$ cat src/rtl/obi_arb_pkg.sv
// -----------------------------------------------------------------------------
// obi_arb_pkg
// Shared defaults and types for the OBI round-robin arbiter slice.
//   - OBI_*_DEFAULT     : default widths and sizes used as parameter defaults
//   - obi_req_info_t    : one address-phase payload at the default 32-bit widths
// Nothing in here depends on module parameters; width-dependent types are
// declared locally where they are used.
// -----------------------------------------------------------------------------
package obi_arb_pkg;

    localparam int unsigned OBI_NUM_REQ_DEFAULT = 2;
    localparam int unsigned OBI_ADDRW_DEFAULT   = 32;
    localparam int unsigned OBI_DATAW_DEFAULT   = 32;
    localparam int unsigned OBI_STRBW_DEFAULT   = OBI_DATAW_DEFAULT / 8;
    localparam int unsigned OBI_MAX_OUT_DEFAULT = 4;

    // Address-phase payload of one OBI request (default widths).
    typedef struct packed {
        logic [31:0] addr;
        logic        we;
        logic [31:0] wdata;
        logic [3:0]  be;
    } obi_req_info_t;

endpackage

$ cat src/rtl/obi_rr_arbiter_if.sv
// -----------------------------------------------------------------------------
// obi_rr_arbiter_if
// Bundles the requester-side (s_*) and bridge-side (m_*) OBI signals of the
// arbiter.
//   modport slave  : the arbiter's view (takes requests, drives the bridge)
//   modport master : the environment's view (requesters + bridge model)
// s_* vectors are indexed by requester number.
// -----------------------------------------------------------------------------
interface obi_rr_arbiter_if
    import obi_arb_pkg::*;
#(
    parameter int unsigned NUM_REQ   = OBI_NUM_REQ_DEFAULT,
    parameter int unsigned OBI_ADDRW = OBI_ADDRW_DEFAULT,
    parameter int unsigned OBI_DATAW = OBI_DATAW_DEFAULT,
    parameter int unsigned OBI_STRBW = OBI_DATAW / 8
) ();

    // requester side
    logic [NUM_REQ-1:0]                s_req_i;
    logic [NUM_REQ-1:0][OBI_ADDRW-1:0] s_addr_i;
    logic [NUM_REQ-1:0]                s_we_i;
    logic [NUM_REQ-1:0][OBI_DATAW-1:0] s_wdata_i;
    logic [NUM_REQ-1:0][OBI_STRBW-1:0] s_be_i;
    logic [NUM_REQ-1:0]                s_gnt_o;
    logic [NUM_REQ-1:0]                s_rvalid_o;
    logic [NUM_REQ-1:0][OBI_DATAW-1:0] s_rdata_o;

    // bridge side
    logic                              m_req_o;
    logic [OBI_ADDRW-1:0]              m_addr_o;
    logic                              m_we_o;
    logic [OBI_DATAW-1:0]              m_wdata_o;
    logic [OBI_STRBW-1:0]              m_be_o;
    logic                              m_gnt_i;
    logic                              m_rvalid_i;
    logic [OBI_DATAW-1:0]              m_rdata_i;

    modport slave (
        input  s_req_i, s_addr_i, s_we_i, s_wdata_i, s_be_i,
        output s_gnt_o, s_rvalid_o, s_rdata_o,
        output m_req_o, m_addr_o, m_we_o, m_wdata_o, m_be_o,
        input  m_gnt_i, m_rvalid_i, m_rdata_i
    );

    modport master (
        output s_req_i, s_addr_i, s_we_i, s_wdata_i, s_be_i,
        input  s_gnt_o, s_rvalid_o, s_rdata_o,
        input  m_req_o, m_addr_o, m_we_o, m_wdata_o, m_be_o,
        output m_gnt_i, m_rvalid_i, m_rdata_i
    );

endinterface

$ cat src/rtl/obi_rr_arbiter_id_fifo.sv
// -----------------------------------------------------------------------------
// obi_arb_id_fifo
// Synchronous FIFO of requester indices, one entry per granted-but-unanswered
// transaction. The head is readable combinationally so a response can be
// routed in the same cycle rvalid arrives.
// Ports:
//   clk_i, arst_ni : clock, asynchronous active-low reset
//   push_i, data_i : enqueue data_i (ignored when full)
//   pop_i          : dequeue head (ignored when empty)
//   full_o, empty_o, count_o : occupancy
//   head_o         : oldest entry
// Push and pop in the same cycle leave the count unchanged; the pop consumes
// the entry that was at the head before the push.
// -----------------------------------------------------------------------------
module obi_arb_id_fifo #(
    parameter  int unsigned DEPTH = 4,
    parameter  int unsigned IDXW  = 1,
    localparam int unsigned CNTW  = $clog2(DEPTH) + 1
) (
    input  logic            clk_i,
    input  logic            arst_ni,
    input  logic            push_i,
    input  logic [IDXW-1:0] data_i,
    input  logic            pop_i,
    output logic            full_o,
    output logic            empty_o,
    output logic [CNTW-1:0] count_o,
    output logic [IDXW-1:0] head_o
);

    localparam int unsigned PTRW = (DEPTH > 1) ? $clog2(DEPTH) : 1;

    logic [DEPTH-1:0][IDXW-1:0] mem_q, mem_d;
    logic [PTRW-1:0]            wr_ptr_q, wr_ptr_d;
    logic [PTRW-1:0]            rd_ptr_q, rd_ptr_d;
    logic [CNTW-1:0]            count_q, count_d;
    logic                       do_push, do_pop;

    // Explicit wrap keeps the pointer correct for DEPTH == 1 as well.
    function automatic logic [PTRW-1:0] ptr_inc(input logic [PTRW-1:0] p);
        if (p == PTRW'(DEPTH - 1)) begin
            return '0;
        end
        return p + PTRW'(1);
    endfunction

    assign full_o  = (count_q == CNTW'(DEPTH));
    assign empty_o = (count_q == '0);
    assign count_o = count_q;
    assign head_o  = mem_q[rd_ptr_q];

    assign do_push = push_i & ~full_o;
    assign do_pop  = pop_i & ~empty_o;

    for (genvar gi = 0; gi < DEPTH; gi++) begin : g_mem
        assign mem_d[gi] = (do_push && (wr_ptr_q == PTRW'(gi))) ? data_i : mem_q[gi];
    end

    always_comb begin
        wr_ptr_d = wr_ptr_q;
        rd_ptr_d = rd_ptr_q;
        count_d  = count_q;
        if (do_push) begin
            wr_ptr_d = ptr_inc(wr_ptr_q);
        end
        if (do_pop) begin
            rd_ptr_d = ptr_inc(rd_ptr_q);
        end
        case ({do_push, do_pop})
            2'b10:   count_d = count_q + CNTW'(1);
            2'b01:   count_d = count_q - CNTW'(1);
            default: count_d = count_q;
        endcase
    end

    always_ff @(posedge clk_i or negedge arst_ni) begin
        if (!arst_ni) begin
            mem_q    <= '0;
            wr_ptr_q <= '0;
            rd_ptr_q <= '0;
            count_q  <= '0;
        end else begin
            mem_q    <= mem_d;
            wr_ptr_q <= wr_ptr_d;
            rd_ptr_q <= rd_ptr_d;
            count_q  <= count_d;
        end
    end

endmodule

$ cat src/rtl/obi_rr_arbiter.sv
// -----------------------------------------------------------------------------
// obi_rr_arbiter
// Shares one OBI master port (towards the OBI-to-AXI bridge) between NUM_REQ
// OBI requesters with round-robin arbitration. Once an address phase is
// presented without a grant the winner is locked until the handshake. The
// index of every granted transaction is queued so responses (which the bridge
// returns in order) are steered back to the requester that issued them.
// Ports:
//   clk_i, arst_ni : clock, asynchronous active-low reset
//   bus (slave)    : s_* per-requester OBI ports, m_* bridge-facing OBI port
//   err_o          : sticky protocol error (request dropped while locked,
//                    or rvalid with nothing outstanding)
// -----------------------------------------------------------------------------
module obi_rr_arbiter
    import obi_arb_pkg::*;
#(
    parameter int unsigned NUM_REQ         = OBI_NUM_REQ_DEFAULT,
    parameter int unsigned OBI_ADDRW       = OBI_ADDRW_DEFAULT,
    parameter int unsigned OBI_DATAW       = OBI_DATAW_DEFAULT,
    parameter int unsigned OBI_STRBW       = OBI_DATAW / 8,
    parameter int unsigned MAX_OUTSTANDING = OBI_MAX_OUT_DEFAULT
) (
    input  logic             clk_i,
    input  logic             arst_ni,
    obi_rr_arbiter_if.slave  bus,
    output logic             err_o
);

    localparam int unsigned IDXW = $clog2(NUM_REQ);
    localparam int unsigned CNTW = $clog2(MAX_OUTSTANDING) + 1;

    logic [IDXW-1:0] rr_ptr_q, rr_ptr_d;
    logic            lock_q, lock_d;
    logic [IDXW-1:0] locked_idx_q, locked_idx_d;
    logic            err_q, err_d;

    logic [IDXW-1:0] sel_scan, sel;
    logic [IDXW:0]   cand;
    logic            scan_hit;
    logic            any_req;
    logic            m_req;
    logic            handshake;
    logic            pop;

    logic            fifo_full, fifo_empty;
    logic [CNTW-1:0] fifo_count;
    logic [IDXW-1:0] fifo_head;

    logic [OBI_ADDRW-1:0]              addr_mux;
    logic                              we_mux;
    logic [OBI_DATAW-1:0]              wdata_mux;
    logic [OBI_STRBW-1:0]              be_mux;
    logic [NUM_REQ-1:0]                gnt_vec;
    logic [NUM_REQ-1:0]                rvalid_vec;
    logic [NUM_REQ-1:0][OBI_DATAW-1:0] rdata_vec;

    // ---------------------------------------------------------------- select
    // First requester at or after rr_ptr, wrapping around NUM_REQ.
    always_comb begin
        sel_scan = rr_ptr_q;
        scan_hit = 1'b0;
        cand     = '0;
        for (int i = 0; i < NUM_REQ; i++) begin
            cand = {1'b0, rr_ptr_q} + (IDXW + 1)'(i);
            if (cand >= (IDXW + 1)'(NUM_REQ)) begin
                cand = cand - (IDXW + 1)'(NUM_REQ);
            end
            if (!scan_hit && bus.s_req_i[cand[IDXW-1:0]]) begin
                sel_scan = cand[IDXW-1:0];
                scan_hit = 1'b1;
            end
        end
    end

    assign sel     = lock_q ? locked_idx_q : sel_scan;
    assign any_req = |bus.s_req_i;

    // Gating with arst_ni keeps the bridge request low while reset is held,
    // even though requesters may already be asserting.
    assign m_req     = arst_ni & (lock_q | any_req) &
                       (fifo_count < CNTW'(MAX_OUTSTANDING));
    assign handshake = m_req & bus.m_gnt_i;
    assign pop       = bus.m_rvalid_i & ~fifo_empty;

    // --------------------------------------------------------- payload mux
    always_comb begin
        addr_mux  = '0;
        we_mux    = 1'b0;
        wdata_mux = '0;
        be_mux    = '0;
        if (m_req) begin
            addr_mux  = bus.s_addr_i[sel];
            we_mux    = bus.s_we_i[sel];
            wdata_mux = bus.s_wdata_i[sel];
            be_mux    = bus.s_be_i[sel];
        end
    end

    // -------------------------------------------------- per-requester outputs
    for (genvar gi = 0; gi < NUM_REQ; gi++) begin : g_req
        assign gnt_vec[gi]    = handshake & (sel == IDXW'(gi));
        assign rvalid_vec[gi] = pop & (fifo_head == IDXW'(gi));
        // Read data is broadcast; only s_rvalid_o tells a requester it is theirs.
        assign rdata_vec[gi]  = arst_ni ? bus.m_rdata_i : '0;
    end

    assign bus.m_req_o    = m_req;
    assign bus.m_addr_o   = addr_mux;
    assign bus.m_we_o     = we_mux;
    assign bus.m_wdata_o  = wdata_mux;
    assign bus.m_be_o     = be_mux;
    assign bus.s_gnt_o    = gnt_vec;
    assign bus.s_rvalid_o = rvalid_vec;
    assign bus.s_rdata_o  = rdata_vec;
    assign err_o          = err_q;

    // ------------------------------------------------------------ next state
    always_comb begin
        rr_ptr_d     = rr_ptr_q;
        lock_d       = lock_q;
        locked_idx_d = locked_idx_q;
        err_d        = err_q;

        if (handshake) begin
            rr_ptr_d = (sel == IDXW'(NUM_REQ - 1)) ? '0 : sel + IDXW'(1);
            lock_d   = 1'b0;
        end else if (m_req) begin
            // Address phase presented but not accepted: hold this winner.
            lock_d       = 1'b1;
            locked_idx_d = sel;
        end

        // Dropping req during a held address phase is an OBI violation; the
        // arbiter keeps requesting on its behalf and only flags it.
        if (lock_q && !bus.s_req_i[locked_idx_q]) begin
            err_d = 1'b1;
        end
        // Response with no transaction outstanding.
        if (bus.m_rvalid_i && fifo_empty) begin
            err_d = 1'b1;
        end
    end

    always_ff @(posedge clk_i or negedge arst_ni) begin
        if (!arst_ni) begin
            rr_ptr_q     <= '0;
            lock_q       <= 1'b0;
            locked_idx_q <= '0;
            err_q        <= 1'b0;
        end else begin
            rr_ptr_q     <= rr_ptr_d;
            lock_q       <= lock_d;
            locked_idx_q <= locked_idx_d;
            err_q        <= err_d;
        end
    end

    // ------------------------------------------------------------- ID FIFO
    // The full guard on push is redundant with m_req gating but keeps the
    // FIFO self-protecting.
    obi_arb_id_fifo #(
        .DEPTH (MAX_OUTSTANDING),
        .IDXW  (IDXW)
    ) u_id_fifo (
        .clk_i   (clk_i),
        .arst_ni (arst_ni),
        .push_i  (handshake & ~fifo_full),
        .data_i  (sel),
        .pop_i   (pop),
        .full_o  (fifo_full),
        .empty_o (fifo_empty),
        .count_o (fifo_count),
        .head_o  (fifo_head)
    );

endmodule

$ cat src/flat_wrapper.sv
// flat-port wrapper written by rule: the top's interface ports become plain ports
module obi_rr_arbiter_flat import obi_arb_pkg::*;
#(
    parameter int unsigned NUM_REQ         = OBI_NUM_REQ_DEFAULT,
    parameter int unsigned OBI_ADDRW       = OBI_ADDRW_DEFAULT,
    parameter int unsigned OBI_DATAW       = OBI_DATAW_DEFAULT,
    parameter int unsigned OBI_STRBW       = OBI_DATAW / 8,
    parameter int unsigned MAX_OUTSTANDING = OBI_MAX_OUT_DEFAULT
)
  (clk_i, arst_ni, err_o, bus_s_req_i, bus_s_addr_i, bus_s_we_i, bus_s_wdata_i, bus_s_be_i, bus_s_gnt_o, bus_s_rvalid_o, bus_s_rdata_o, bus_m_req_o, bus_m_addr_o, bus_m_we_o, bus_m_wdata_o, bus_m_be_o, bus_m_gnt_i, bus_m_rvalid_i, bus_m_rdata_i);
  obi_rr_arbiter_if #(.NUM_REQ(NUM_REQ), .OBI_ADDRW(OBI_ADDRW), .OBI_DATAW(OBI_DATAW), .OBI_STRBW(OBI_STRBW)) bus_i ();
  input  logic clk_i;
  input  logic arst_ni;
  output logic err_o;
  input wire logic [$bits(bus_i.s_req_i)-1:0] bus_s_req_i;
  input wire logic [$bits(bus_i.s_addr_i)-1:0] bus_s_addr_i;
  input wire logic [$bits(bus_i.s_we_i)-1:0] bus_s_we_i;
  input wire logic [$bits(bus_i.s_wdata_i)-1:0] bus_s_wdata_i;
  input wire logic [$bits(bus_i.s_be_i)-1:0] bus_s_be_i;
  output wire logic [$bits(bus_i.s_gnt_o)-1:0] bus_s_gnt_o;
  output wire logic [$bits(bus_i.s_rvalid_o)-1:0] bus_s_rvalid_o;
  output wire logic [$bits(bus_i.s_rdata_o)-1:0] bus_s_rdata_o;
  output wire logic [$bits(bus_i.m_req_o)-1:0] bus_m_req_o;
  output wire logic [$bits(bus_i.m_addr_o)-1:0] bus_m_addr_o;
  output wire logic [$bits(bus_i.m_we_o)-1:0] bus_m_we_o;
  output wire logic [$bits(bus_i.m_wdata_o)-1:0] bus_m_wdata_o;
  output wire logic [$bits(bus_i.m_be_o)-1:0] bus_m_be_o;
  input wire logic [$bits(bus_i.m_gnt_i)-1:0] bus_m_gnt_i;
  input wire logic [$bits(bus_i.m_rvalid_i)-1:0] bus_m_rvalid_i;
  input wire logic [$bits(bus_i.m_rdata_i)-1:0] bus_m_rdata_i;
  assign bus_i.s_req_i = bus_s_req_i;
  assign bus_i.s_addr_i = bus_s_addr_i;
  assign bus_i.s_we_i = bus_s_we_i;
  assign bus_i.s_wdata_i = bus_s_wdata_i;
  assign bus_i.s_be_i = bus_s_be_i;
  assign bus_s_gnt_o = bus_i.s_gnt_o;
  assign bus_s_rvalid_o = bus_i.s_rvalid_o;
  assign bus_s_rdata_o = bus_i.s_rdata_o;
  assign bus_m_req_o = bus_i.m_req_o;
  assign bus_m_addr_o = bus_i.m_addr_o;
  assign bus_m_we_o = bus_i.m_we_o;
  assign bus_m_wdata_o = bus_i.m_wdata_o;
  assign bus_m_be_o = bus_i.m_be_o;
  assign bus_i.m_gnt_i = bus_m_gnt_i;
  assign bus_i.m_rvalid_i = bus_m_rvalid_i;
  assign bus_i.m_rdata_i = bus_m_rdata_i;
  obi_rr_arbiter #(.NUM_REQ(NUM_REQ), .OBI_ADDRW(OBI_ADDRW), .OBI_DATAW(OBI_DATAW), .OBI_STRBW(OBI_STRBW), .MAX_OUTSTANDING(MAX_OUTSTANDING)) u_core (.clk_i(clk_i), .arst_ni(arst_ni), .bus(bus_i), .err_o(err_o));
endmodule
$ cat config.mk
export PLATFORM = sky130hd
export DESIGN_NAME = obi_rr_arbiter_flat
export DESIGN_NICKNAME = d
export VERILOG_FILES = /design/src/rtl/obi_arb_pkg.sv /design/src/rtl/obi_rr_arbiter_if.sv /design/src/rtl/obi_rr_arbiter_id_fifo.sv /design/src/rtl/obi_rr_arbiter.sv /design/src/flat_wrapper.sv
export SDC_FILE = /design/constraint.sdc
export NUM_CORES = 1
export LEC_CHECK = 0
export ABC_AREA = 1
export CORE_AREA = 2 2 123 125
export CTS_CLUSTER_DIAMETER = 150
export DETAILED_ROUTE_END_ITERATION = 10
export DIE_AREA = 0 0 125 127
export GPL_TIMING_DRIVEN = 0
export PLACE_DENSITY = 0.64
export SYNTH_ARGS = -nofsm -noshare
export SYNTH_HDL_FRONTEND = slang
export SYNTH_SLANG_ARGS = --single-unit
$ cat constraint.sdc
create_clock -name clk_i -period 4.4 [get_ports clk_i]
set_clock_uncertainty 0.2 [all_clocks]
set_input_delay 0.66 -clock clk_i [delete_from_list [all_inputs] [get_ports clk_i]]
set_output_delay 0.66 -clock clk_i [all_outputs]
set_load 0.03 [all_outputs]
==> metrics <==
Wirelength per Cell=12.8 microns; GRT Residual Overflow=0; Hold Crit Class=input pin to asynchronous set/reset pin; CTS Sinks=15; crit start category=input pin; Fmax=267 MHz; final hold vios=0; Synth area leader=nand2_1; Hold WS=0.123 ns; Worst Max-Slew Pin Slew=0.646 ns; leading cell type in the layout, fill and taps excluded=clkdlybuf4s50_1; CP Class=input pin to output pin; Initial DRC Count=167; # rows=44; register bit total from synthesis=15; Clk pwr share=0.072; part of the power in combinational logic=0.826; Worst path max stage delay=0.71 ns; detailed placement HPWL=11600 microns; Seq pwr share=0.102; Routed Wire Length=14000 microns; arrival time at the worst endpoint=2.89 ns; Register Area=375 sq um; Total GRT Usage=0.163; area of the multi-input gates=0.00174 sq mm; syn_area_per_cell=5.20 sq um; most used cell, CP=nand2_1; Filler cells=1552; yosys warns=0; Finish-stage setup viols=0; post-synthesis sequential area ratio=0.124; Layout area overhead=114%; Worst setup EP type=output pin; H-tree depth=1; Clock Root Buffer=clkbuf_16; TritonRoute pass-1 iters=5; Pint=1.18 mW; Post-DRT Antenna Nets=0; crit path max fanout=16; Mapped Cells=584; pwr dens=385 mW/mm^2; status=completed; Die Span Y=127 microns; die area=0.0159 sq mm; initial core utilization=0.210; Setup TNS=0 ns; largest net degree at the start of global routing=17; vias per inst=4.13; Final nets=1086; vias in the first global route=4175; Slew headroom=0.566; Core Region=0.0144 sq mm; I/O Buffers=314; Max Cap Viol=0; Final min period=3.75 ns; critical path required time=3.54 ns; first-pass GRT wire length=21400 microns; RSZ-0062 raised after global routing=false; # hold bufs at CTS=0; Synth Net Count=767; cells along the critical path=clkbuf_2 > buf_2 > inv_1 > nor2_2 > nand2_1 > inv_2 > buf_6 > nand2_1 > nor2_1 > clkdlybuf4s50_1; worst skew pair latency=0.25 ns; pins over their slew limit=0; most frequent cells in the layout=clkdlybuf4s50_1, nand2_1, inv_1; post-synth top area share=0.158; Mapped Area=0.00303 sq mm; Tcrit/Tclk final=0.853; Sw Pwr=1.32 mW; Crit-path slowest cell=clkdlybuf4s50_1; maximum buffer depth of the clock tree=2; die width=125 microns; post-synthesis cell type count=28; Placement Setup Slack=-0.111 ns; Num CTS Buffers=3; sw frac=0.527; Leak=3.25 nW; # DRC=0; clock transition at the registers of the reported paths=0.05 ns; CTS tree=done; synth top area cells=nand2_1, inv_1, dfrtp_1, nand3_1, a21oi_1; GPL Wtd Cong=0.844; layout cells sized above 1=0.0809; DR vias=4484; antenna violations before repair=0; final worst setup slack=0.648 ns; n_diodes=0; Core Util, Final=0.449; # IOs=315; VDD IR max=195 uV
## flip-flops by register name, indices dropped and copies added (netlist names)
signal / flops
u_core.u_id_fifo.mem_q: 4
u_core.u_id_fifo.count_o: 3
u_core.u_id_fifo.rd_ptr_q: 2
u_core.u_id_fifo.wr_ptr_q: 2
u_core.err_o: 1
u_core.lock_q: 1
u_core.locked_idx_q: 1
u_core.rr_ptr_q: 1
## repair_timing
| action | in CTS | in global routing |
|---|---|---|
| buffers inserted | 0 | 0 |
| gates resized for setup | 1 | 2 |
| setup endpoints to repair | 24 | 9 |
## metal layers
metal | share of wire | vias up | GRT usage
met3 | 0.071 | 14 | 0.0327
met5 | 0 | - | 0
met1 | 0.42 | 1922 | 0.199
met4 | 0.015 | 0 | 0.0373
li1 | - | 2383 | -
met2 | 0.50 | 165 | 0.295
## cells by family after synthesis
group / Yosys count / share of synthesized area
flops: 15 / 0.124
buf+inv: 190 / 0.304
compound gates: 88 / 0.149
fa+ha+maj: 7 / 0.0313
simple gates: 282 / 0.386
xor+xnor: 2 / 0.00577
## path summary, 6_finish.rpt
path / start / end / slack, ns / cells past startpoint
min: arst_ni / u_core.u_id_fifo.mem_q[0]$_DFFE_PN0P_ / 0.12 / 1
max: arst_ni / bus_m_addr_o[23] / 0.65 / 10
min in group clk_i: u_core.u_id_fifo.mem_q[2]$_DFFE_PN0P_ / u_core.u_id_fifo.mem_q[2]$_DFFE_PN0P_ / 0.28 / 2
max reg2reg: u_core.u_id_fifo.count_o[0]$_DFFE_PN0P_ / u_core.u_id_fifo.count_o[1]$_DFFE_PN0P_ / 2.12 / 6
max in group asynchronous: arst_ni / u_core.err_o$_DFFE_PN0P_ / 3.60 / 1
min reg2reg: u_core.u_id_fifo.mem_q[2]$_DFFE_PN0P_ / u_core.u_id_fifo.mem_q[2]$_DFFE_PN0P_ / 0.28 / 2
## synthesized netlist by cell type, drive strengths merged
| master | number |
|---|---|
| xnor2 | 1 |
| a21oi | 74 |
| fa | 1 |
| dfrtp | 15 |
| clkinv | 1 |
| or2 | 1 |
| nand3b | 1 |
| nand4 | 1 |
| o31ai | 1 |
| nand3 | 75 |
| o21bai | 1 |
| xor2 | 1 |
| buf | 65 |
| inv | 116 |
| o21a | 1 |
| nor2 | 75 |
| ha | 6 |
| o21ai | 11 |
| nand2 | 129 |
| clkbuf | 8 |
## worst max-delay path: cells and delay by family
family	cells	cell delay [ns]
buffers and inverters	6	1.75
AND/OR/NAND/NOR	4	0.46
## metrics by stage
stage	power [mW]	area (sq um)	instances
final	2.50	6480	1086
after global routing	2.71	6480	1086
after CTS	2.52	6480	1086
after detailed placement	2.33	6410	1082
after global placement	2.33	6410	1082
after floorplan	1.54	3030	584
## area by class of cell
class | count | share of cell area
inverter | 117 | 0.0678
clock buffer | 4 | 0.0122
timing repair buffer | 314 | 0.484
tap | 184 | 0.0355
buffer | 73 | 0.0747
multi-input combinational | 379 | 0.268
sequential | 15 | 0.0579
## power by group through the flow
stage | Sequential (mW) | Clock (mW) | Combinational (mW)
after floorplan | 0.240 | 0 | 1.29
after global placement | 0.255 | 0 | 2.08
after detailed placement | 0.256 | 0 | 2.08
after CTS | 0.255 | 0.181 | 2.09
after global routing | 0.263 | 0.184 | 2.26
final | 0.255 | 0.179 | 2.06
(Power assumes the default switching activity.)
